==> src/rtl/poly_edge_assembler_if.sv <==
// Segment-in / polygon-out bundle for poly_edge_assembler.
// master drives segments and takes polygons; slave is the assembler.
interface poly_edge_assembler_if #(
  parameter int COORD_W   = 16,
  parameter int MAX_VERTS = 8,
  parameter int CNT_W     = $clog2(MAX_VERTS + 1)
);
  logic                         seg_valid;
  logic                         seg_ready;
  logic                         seg_accept;
  logic                         seg_last;
  logic signed [COORD_W-1:0]    seg_sx;
  logic signed [COORD_W-1:0]    seg_sy;
  logic signed [COORD_W-1:0]    seg_px;
  logic signed [COORD_W-1:0]    seg_py;
  logic                         poly_valid;
  logic                         poly_ready;
  logic [MAX_VERTS*COORD_W-1:0] poly_x;
  logic [MAX_VERTS*COORD_W-1:0] poly_y;
  logic [CNT_W-1:0]             poly_count;
  logic                         poly_ovf;

  modport master (
    output seg_valid, seg_accept, seg_last,
    output seg_sx, seg_sy, seg_px, seg_py,
    output poly_ready,
    input  seg_ready, poly_valid, poly_x, poly_y,
    input  poly_count, poly_ovf
  );

  modport slave (
    input  seg_valid, seg_accept, seg_last,
    input  seg_sx, seg_sy, seg_px, seg_py,
    input  poly_ready,
    output seg_ready, poly_valid, poly_x, poly_y,
    output poly_count, poly_ovf
  );
endinterface

==> src/rtl/poly_edge_assembler.sv <==
// Rebuilds a closed polygon from clipped segments (COLLECT/CLOSE/OUT).
// Optional macro POLY_DEGEN_DROP_EN discards polygons with < 3 vertices.
module poly_edge_assembler #(
  parameter int COORD_W   = 16,
  parameter int MAX_VERTS = 8,
  parameter int CNT_W     = $clog2(MAX_VERTS + 1)
) (
  input logic                   clk,
  input logic                   n_rst,
  poly_edge_assembler_if.slave  bus
);
  typedef enum logic [1:0] {
    S_COLLECT,
    S_CLOSE,
    S_OUT
  } state_e;

  typedef logic signed [COORD_W-1:0] crd_t;

  localparam logic [CNT_W-1:0] MAXC = CNT_W'(MAX_VERTS);

  state_e           state_q;
  logic             rdy_q;
  logic             vld_q;
  logic             ovf_q;
  logic [CNT_W-1:0] cnt_q;
  crd_t             vx_q [MAX_VERTS];
  crd_t             vy_q [MAX_VERTS];

  crd_t             vx_d [MAX_VERTS];
  crd_t             vy_d [MAX_VERTS];
  logic [CNT_W-1:0] cnt_d;
  logic [CNT_W-1:0] cls_d;
  logic             ovf_d;
  crd_t             lx;
  crd_t             ly;
  logic             add_s;
  logic             add_p;
  logic             wrap;

  // P only needs comparing with S: S is either appended or equals the tail
  always_comb begin
    lx = '0;
    ly = '0;
    for (int i = 0; i < MAX_VERTS; i++) begin
      if (CNT_W'(i + 1) == cnt_q) begin
        lx = vx_q[i];
        ly = vy_q[i];
      end
    end
    add_s = (cnt_q == '0) || (lx != bus.seg_sx) || (ly != bus.seg_sy);
    add_p = (bus.seg_px != bus.seg_sx) || (bus.seg_py != bus.seg_sy);
    vx_d  = vx_q;
    vy_d  = vy_q;
    cnt_d = cnt_q;
    ovf_d = ovf_q;
    if (add_s) begin
      if (cnt_d == MAXC) begin
        ovf_d = 1'b1;
      end else begin
        for (int i = 0; i < MAX_VERTS; i++) begin
          if (CNT_W'(i) == cnt_d) begin
            vx_d[i] = bus.seg_sx;
            vy_d[i] = bus.seg_sy;
          end
        end
        cnt_d = cnt_d + CNT_W'(1);
      end
    end
    if (add_p) begin
      if (cnt_d == MAXC) begin
        ovf_d = 1'b1;
      end else begin
        for (int i = 0; i < MAX_VERTS; i++) begin
          if (CNT_W'(i) == cnt_d) begin
            vx_d[i] = bus.seg_px;
            vy_d[i] = bus.seg_py;
          end
        end
        cnt_d = cnt_d + CNT_W'(1);
      end
    end
    wrap  = (cnt_q >= CNT_W'(2)) && (lx == vx_q[0]) && (ly == vy_q[0]);
    cls_d = wrap ? cnt_q - CNT_W'(1) : cnt_q;
  end

  always_ff @(posedge clk or negedge n_rst) begin
    if (!n_rst) begin
      state_q <= S_COLLECT;
      rdy_q   <= 1'b1;
      vld_q   <= 1'b0;
      ovf_q   <= 1'b0;
      cnt_q   <= '0;
      for (int i = 0; i < MAX_VERTS; i++) begin
        vx_q[i] <= '0;
        vy_q[i] <= '0;
      end
    end else begin
      unique case (state_q)
        S_COLLECT: begin
          if (bus.seg_valid) begin
            if (bus.seg_accept) begin
              vx_q  <= vx_d;
              vy_q  <= vy_d;
              cnt_q <= cnt_d;
              ovf_q <= ovf_d;
            end
            if (bus.seg_last) begin
              state_q <= S_CLOSE;
              rdy_q   <= 1'b0;
            end
          end
        end
        S_CLOSE: begin
`ifdef POLY_DEGEN_DROP_EN
          if (cls_d < CNT_W'(3)) begin
            cnt_q   <= '0;
            ovf_q   <= 1'b0;
            state_q <= S_COLLECT;
            rdy_q   <= 1'b1;
          end else begin
            cnt_q   <= cls_d;
            state_q <= S_OUT;
            vld_q   <= 1'b1;
          end
`else
          cnt_q   <= cls_d;
          state_q <= S_OUT;
          vld_q   <= 1'b1;
`endif
        end
        S_OUT: begin
          if (bus.poly_ready) begin
            cnt_q   <= '0;
            ovf_q   <= 1'b0;
            state_q <= S_COLLECT;
            rdy_q   <= 1'b1;
            vld_q   <= 1'b0;
          end
        end
        default: begin
          state_q <= S_COLLECT;
          rdy_q   <= 1'b1;
          vld_q   <= 1'b0;
        end
      endcase
    end
  end

  always_comb begin
    bus.poly_x = '0;
    bus.poly_y = '0;
    for (int i = 0; i < MAX_VERTS; i++) begin
      bus.poly_x[i*COORD_W +: COORD_W] = vx_q[i];
      bus.poly_y[i*COORD_W +: COORD_W] = vy_q[i];
    end
  end

  assign bus.seg_ready  = rdy_q;
  assign bus.poly_valid = vld_q;
  assign bus.poly_count = cnt_q;
  assign bus.poly_ovf   = ovf_q;
endmodule
==> src/flat_wrapper.sv <==
// flat-port wrapper written by rule: the top's interface ports become plain ports
module poly_edge_assembler_flat 
#(
  parameter int COORD_W   = 16,
  parameter int MAX_VERTS = 8,
  parameter int CNT_W     = $clog2(MAX_VERTS + 1)
)
  (clk, n_rst, bus_seg_valid, bus_seg_accept, bus_seg_last, bus_seg_sx, bus_seg_sy, bus_seg_px, bus_seg_py, bus_poly_ready, bus_seg_ready, bus_poly_valid, bus_poly_x, bus_poly_y, bus_poly_count, bus_poly_ovf);
  poly_edge_assembler_if #(.COORD_W(COORD_W), .MAX_VERTS(MAX_VERTS), .CNT_W(CNT_W)) bus_i ();
  input logic clk;
  input logic n_rst;
  input wire logic [$bits(bus_i.seg_valid)-1:0] bus_seg_valid;
  input wire logic [$bits(bus_i.seg_accept)-1:0] bus_seg_accept;
  input wire logic [$bits(bus_i.seg_last)-1:0] bus_seg_last;
  input wire logic [$bits(bus_i.seg_sx)-1:0] bus_seg_sx;
  input wire logic [$bits(bus_i.seg_sy)-1:0] bus_seg_sy;
  input wire logic [$bits(bus_i.seg_px)-1:0] bus_seg_px;
  input wire logic [$bits(bus_i.seg_py)-1:0] bus_seg_py;
  input wire logic [$bits(bus_i.poly_ready)-1:0] bus_poly_ready;
  output wire logic [$bits(bus_i.seg_ready)-1:0] bus_seg_ready;
  output wire logic [$bits(bus_i.poly_valid)-1:0] bus_poly_valid;
  output wire logic [$bits(bus_i.poly_x)-1:0] bus_poly_x;
  output wire logic [$bits(bus_i.poly_y)-1:0] bus_poly_y;
  output wire logic [$bits(bus_i.poly_count)-1:0] bus_poly_count;
  output wire logic [$bits(bus_i.poly_ovf)-1:0] bus_poly_ovf;
  assign bus_i.seg_valid = bus_seg_valid;
  assign bus_i.seg_accept = bus_seg_accept;
  assign bus_i.seg_last = bus_seg_last;
  assign bus_i.seg_sx = bus_seg_sx;
  assign bus_i.seg_sy = bus_seg_sy;
  assign bus_i.seg_px = bus_seg_px;
  assign bus_i.seg_py = bus_seg_py;
  assign bus_i.poly_ready = bus_poly_ready;
  assign bus_seg_ready = bus_i.seg_ready;
  assign bus_poly_valid = bus_i.poly_valid;
  assign bus_poly_x = bus_i.poly_x;
  assign bus_poly_y = bus_i.poly_y;
  assign bus_poly_count = bus_i.poly_count;
  assign bus_poly_ovf = bus_i.poly_ovf;
  poly_edge_assembler #(.COORD_W(COORD_W), .MAX_VERTS(MAX_VERTS), .CNT_W(CNT_W)) u_core (.clk(clk), .n_rst(n_rst), .bus(bus_i));
endmodule
==> config.mk <==
export PLATFORM = sky130hd
export DESIGN_NAME = poly_edge_assembler_flat
export DESIGN_NICKNAME = d
export VERILOG_FILES = /design/src/rtl/poly_edge_assembler_if.sv /design/src/rtl/poly_edge_assembler.sv /design/src/flat_wrapper.sv
export SDC_FILE = /design/constraint.sdc
export NUM_CORES = 1
export LEC_CHECK = 0
export CAP_MARGIN = 20
export CORE_ASPECT_RATIO = 1.75
export CORE_MARGIN = 2
export CORE_UTILIZATION = 40
export DETAILED_ROUTE_END_ITERATION = 10
export SLEW_MARGIN = 30
export SYNTH_ARGS = -nofsm -noshare
export SYNTH_HDL_FRONTEND = slang
export SYNTH_SLANG_ARGS = --single-unit
==> constraint.sdc <==
create_clock -name clk -period 15.18 [get_ports clk]
set_input_delay 3.036 -clock clk [delete_from_list [all_inputs] [get_ports clk]]
set_output_delay 3.036 -clock clk [all_outputs]
set_load 0.02 [all_outputs]
After elaboration in Yosys (flattened, before gate mapping)
Index checks and enable logic that the tools add are counted.

storage, ports and cells
  flip-flop bits (word level) = 265
  input bits = 70
  output and inout port bits = 263
  word-level logic and storage cells = 155

operators by class
  $add $sub $neg = 3
  order comparisons = 1
  equality and inequality tests = 30
  multiplexer cells = 82
  bitwise operators = 2
  reductions and logical operators = 16

operator list
  cell                                                               count
  2-to-1 mux 128 bit                                                 8
  2-to-1 mux 16 bit                                                  48
  != test 16 bit                                                     4
  == test 16 bit                                                     2
  == test 3 x 4 -> 1 bit, first input constant                       8
  2-to-1 mux 4 bit                                                   8
  == test 2 x 4 -> 1 bit, first input constant                       4
  case mux 4 bit (3 select lines)                                    1
  2-to-1 mux 1 bit                                                   10
  adder 4 x 1 -> 4 bit, second input constant                        2
  == test 1 x 4 -> 1 bit, first input constant                       2
  == test 4 bit, second input constant                               2
  zero test 4 bit                                                    2
  != test 2 bit, second input constant                               4
  AND reduction 4 bit                                                2
  2-to-1 mux 2 bit                                                   3
  case mux 1 bit (3 select lines)                                    2
  case mux 2 bit (3 select lines)                                    1
  AND reduction 3 bit                                                2
  AND reduction 5 bit                                                1
  == test 4 bit, first input constant                                1
  greater-or-equal comparator 4 x 2 -> 1 bit, second input constant  1
  subtractor 4 x 1 -> 4 bit, second input constant                   1
  logical OR 1 bit                                                   3
  10 further kinds                                                   12

Logic depth before layout (Yosys ltp)
  word-level depth = 19
  gate-level depth with buffers = 25
  depth with buffers taken out = 18

Least setup slack after synthesis
No wires, ideal clock.

  kind = input -> register
  start point = input port bus_seg_sx[7]
  end point = register u_core.vx_q, in the netlist u_core.bus.poly_x[80]
  library setup time = 118 ps
  arrival time = 6930 ps
  data required time = 15062 ps
  path slack = 8131 ps
  stages on the path = 19
  path buffers = 3
  cells stage by stage = buf_2 inv_2 a2111oi_0 a211o_1 or4bb_1 nor4_1 nand4b_1 nor4_4 buf_4 nor2_1 xnor2_1 ha_1 nand2_1 o32ai_1 a32oi_1 o22ai_1 nand2_1 clkbuf_1 a21o_1

on the way
  cells in the longest elaborated chain, start to end = 8

RTL lines
  what                            RTL line                    text
  start: declaration              flat_wrapper.sv:15          input wire logic [$bits(bus_i.seg_sx)-1:0] bus_seg_sx;
  != test 16 bit                  poly_edge_assembler.sv:51   add_s = (cnt_q == '0) || (lx != bus.seg_sx) || (ly != bus.seg_sy);
  logical OR 1 bit (2 in series)  poly_edge_assembler.sv:51
  2-to-1 mux 4 bit                poly_edge_assembler.sv:57   if (add_s) begin
  == test 3 x 4 -> 1 bit          poly_edge_assembler.sv:75   if (CNT_W'(i) == cnt_d) begin
  2-to-1 mux 16 bit               poly_edge_assembler.sv:75
  2-to-1 mux 128 bit              poly_edge_assembler.sv:71   if (cnt_d == MAXC) begin
  2-to-1 mux 128 bit *            poly_edge_assembler.sv:70   if (add_p) begin
  end signal: assignment          poly_edge_assembler.sv:103  vx_q <= vx_d;
  end: declaration                poly_edge_assembler.sv:27   crd_t vx_q [MAX_VERTS];

Mark *: on every way between the ends. The rest lies on a longest branch, timed or not.
A chain may end at the register's enable or synchronous reset.

Final worst setup path
  start point = input port bus_seg_sx[14]
  end point = register u_core.vy_q, in the netlist u_core.bus.poly_y[87]

on the way
  cells in the longest elaborated chain, start to end = 8

RTL lines
  what                            RTL line                    text
  != test 16 bit                  poly_edge_assembler.sv:51
  logical OR 1 bit (2 in series)  poly_edge_assembler.sv:51
  2-to-1 mux 4 bit                poly_edge_assembler.sv:57
  == test 3 x 4 -> 1 bit          poly_edge_assembler.sv:75
  2-to-1 mux 16 bit               poly_edge_assembler.sv:75
  2-to-1 mux 128 bit              poly_edge_assembler.sv:71
  2-to-1 mux 128 bit *            poly_edge_assembler.sv:70
  end signal: assignment          poly_edge_assembler.sv:104  vy_q <= vy_d;
  end: declaration                poly_edge_assembler.sv:28   crd_t vy_q [MAX_VERTS];

Marked as above.

==> flow_summary.yaml <==
outcome:
  status: "finished, final reports clean"
yosys:
  ys_async_sr_fraction_pct: 100.0
  synth_edf_count: 0
  netlist.area_leader.share_pct: 38.76
  yosysMostFrequentCell: "dfrtp_1"
  yosysUniqueCellTypes: 87
  seq_area_frac_synth_pct: 38.91
  synthTopCellsByArea: "dfrtp_1, o221a_2, a22o_1"
  ys_top_cells_by_count: "dfrtp_1, clkbuf_1, nand2_1"
  synth_top_cell_by_area: "dfrtp_1"
  synth_flop_cell: "dfrtp_1"
  synth_nets: 1894
  syn_inst: 1815
  netlist_area_um2: 17050
  synth-warning-count: 0
  ys_ff_latch: 265
  synth.avg_cell_area_um2: 9.392
floorplanning:
  io_pins: 333
  num_rows: 100
  fp.dieW_um: 160.1
  die-height_um: 277.1
  start_util_pct: 40.31
  dieArea_um2: 44350
  fp.coreArea_um2: 42290
timing:
  skew_ns: 0.02410
  timing.setup.tns_ns: 0
  rsz0062_at_grt: "false"
  post-route-min-period_ns: 8.519
  clock.fmax_mhz: 117.4
  fin_crit_sh_pct: 56.12
  setup_viol: 0
  slew_violations: 0
  finalHoldViolations: 0
  worst_pin_slew_ns: 1.116
  slew_headroom_pct: 25.36
cells_and_area:
  area_growth_pct: 27.08
  fin_nets: 2082
  final_util_pct: 51.22
  drive_above_1_share_pct: 11.90
clocking:
  clock_sinks: 265
  cts_hold_buffers: 0
  cts-resized-gates: 0
  clk_pin_slew_ns: 0.06
  clkLatencyLatePin_ns: 0.59
  cts_buffers: 28
  postCtsSetupBuffers: 0
  cts_tree: "done"
  clk_root_buffer_cell: "clkbuf_16"
  cts_buffer_depth: 3
  cts_max_level: 1
critical_path:
  cp_slowest_stage_delay_ns: 0.70
  worstReg2RegStart: "u_core.bus.poly_count[1]"
  reg2reg_depth: 21
  path_class: "in2reg"
  crit_path_end_kind: "flop"
  reg2reg_to: "u_core.bus.poly_y[87]"
  cp-start-kind: "input pin"
  crit_slowest_cell: "clkdlybuf4s50_1"
  arrival_ns: 8.98
  critical-path-top-delay-family: "compound AO/OA/AOI/OAI gates"
  crit_path_cell_trace: "clkdlybuf4s50_1 -> inv_1 -> a21oi_1 -> a221oi_1 -> o311ai_1 -> nor4_1 -> nand4b_1 -> nor4_4 -> buf_4 -> nor2_1 -> xnor2_1 -> ha_1 -> nand2_1 -> o32ai_1 -> a32oi_1 -> o22ai_1 -> nand2_4 -> a21o_1"
  cp_max_fo: 30
  crit_buf_inv: 3
  regToRegSetupSlack_ns: 7.01
  cp.required_ns: 15.64
drt:
  totalWireLength_um: 96420
  dr.pass1.iters: 6
  postRouteAntennaNets: 0
  viasPerCell: 7.011
  drt-initial-drc-count: 2455
  drc: 0
  drt-wirelength-per-cell_um: 37.26
  num_vias: 18140
power:
  power_switching_uw: 2696
  clkPwrFrac_pct: 14.2
  comb_power_share_pct: 58.1
  p_sw_share_pct: 48.67
  leakagePower_uw: 0.008687
  power_density_nw_per_um2: 255.7
  peakVddDrop_mv: 0.1526
  internal_power_uw: 2844
  seq_power_share_pct: 27.7
worst_hold_path:
  hold_class: "reg2reg"
  worstHoldStart: "u_core.bus.seg_ready"
  whs_endpoint: "u_core.bus.seg_ready"
  whs_path_depth: 2
grt:
  grt_max_degree: 75
  grt_use_total_pct: 42.36
  grt_use_met3_pct: 8.013
  antenna_found_initial: 4
  grt_use_met1_pct: 48.55
  grtUsageMet2_pct: 70.57
  grt-busiest-layer: "met2"
  grt_pass1_wl_um: 135900
  grt_overflow: 0
  grt_pass1_vias: 17930
job:
  cap_violations: 0
placement:
  gp_congestion: 0.9964
  hpwl_um: 63880
  port_buffers: 332
-- cell usage in the layout (no fill, tap or decap), types with 36 or more instances in the layout --
master and n:
a21o_1 83, o221a_2 97, inv_1 50, nand2b_1 55, buf_4 47, clkdlybuf4s50_1 331, nand2_1 102, xnor2_1 56
o21ai_0 36, dfrtp_1 263, nor2_1 75, a22oi_1 66, a22o_1 82, or3_1 37, a21oi_1 91
-- per-stage QoR --
step / worst slack, ns / cells / power (uW) / hold WS, ns / instance area (um2)
global placement: 6.008 / 2534 / 4663 / 0.4743 / 20610
finish: 6.661 / 2588 / 5540 / 0.4918 / 21660
CTS: 6.809 / 2586 / 5480 / 0.4926 / 21650
floorplan: 8.131 / 1815 / 3079 / 0.5191 / 17050
global route: 6.451 / 2587 / 5707 / 0.5213 / 21660
detailed placement: 6.257 / 2534 / 4682 / 0.4834 / 20630
-- sequential cells by signal, indices dropped and copies added (netlist names) --
signal                 cells
u_core.bus.poly_count      4
u_core.bus.poly_ovf        1
u_core.bus.poly_valid      1
u_core.bus.poly_x        128
u_core.bus.poly_y        128
u_core.bus.seg_ready       1
u_core.state_q             2
-- logic make-up (layout without fill, tap and decap cells) --
logic type	Yosys count	in the layout	share of synthesized area (%)
flip-flops	265	265	38.91
AO/OA/AOI/OAI	733	733	34.49
multiplexers	15	15	0.9248
AND/OR/NAND/NOR	446	446	14.44
XOR/XNOR	72	72	3.699
buffers and inverters	275	485	6.878
adder cells (fa/ha/maj)	9	9	0.6606
other	0	2	0
-- area by class of cell --
type / instances / area [um2]
clock inverters: 16 / 240.2
inverters: 52 / 195.2
diodes: 2 / 5.005
fillers: 4072 / 20630
repair buffers: 381 / 3704
clock buffers: 36 / 782.0
multi-input cells: 1275 / 9400
well taps: 561 / 701.9
flip-flops and latches: 265 / 6634
-- routing by layer --
| metal | vias up | share of wire, % |
|---|---|---|
| li1 | 7307 | - |
| met1 | 9051 | 34 |
| met2 | 1367 | 47 |
| met3 | 415 | 9.3 |
| met4 | 4 | 9.0 |
| met5 | - | 0.026 |
-- power by group through the flow --
stage / sequential (uW) / combinational (uW) / clock (uW)
2_1_floorplan: 1710 / 1370 / 0
3_3_place_gp: 1530 / 3130 / 0
3_5_place_dp: 1520 / 3160 / 0
4_1_cts: 1520 / 3170 / 792
5_1_grt: 1550 / 3330 / 820
6_report: 1530 / 3220 / 788
-- worst register-to-register path, stage by stage (launching register included) --
cell and delay, ns:
dfrtp_1 0.60, inv_1 0.21, ha_2 0.18, buf_4 0.45, buf_4 0.59, nor4b_4 1.00
a2bb2oi_1 0.22, o2111ai_1 0.43, o311ai_1 0.21, nor4_1 0.55, nand4b_1 0.36, nor4_4 0.39
buf_4 0.31, nor2_1 0.09, xnor2_1 0.28, ha_1 0.21, nand2_1 0.15, o32ai_1 0.33
a32oi_1 0.08, o22ai_1 0.52, nand2_4 0.52, a21o_1 0.35
-- worst max-delay path by stage --
stage                   start                    end  slack, ns  cells after the start
2_1_floorplan   bus_seg_sx[7]  u_core.bus.poly_x[80]       8.13                     19
3_3_place_gp   bus_seg_sx[14]  u_core.bus.poly_y[92]       6.01                     18
3_5_place_dp   bus_seg_sx[15]  u_core.bus.poly_x[86]       6.26                     18
4_1_cts        bus_seg_sx[15]  u_core.bus.poly_x[83]       6.81                     18
5_1_grt        bus_seg_sx[15]  u_core.bus.poly_x[85]       6.45                     18
6_report       bus_seg_sx[14]  u_core.bus.poly_y[87]       6.66                     18
(Power assumes the default switching activity.)
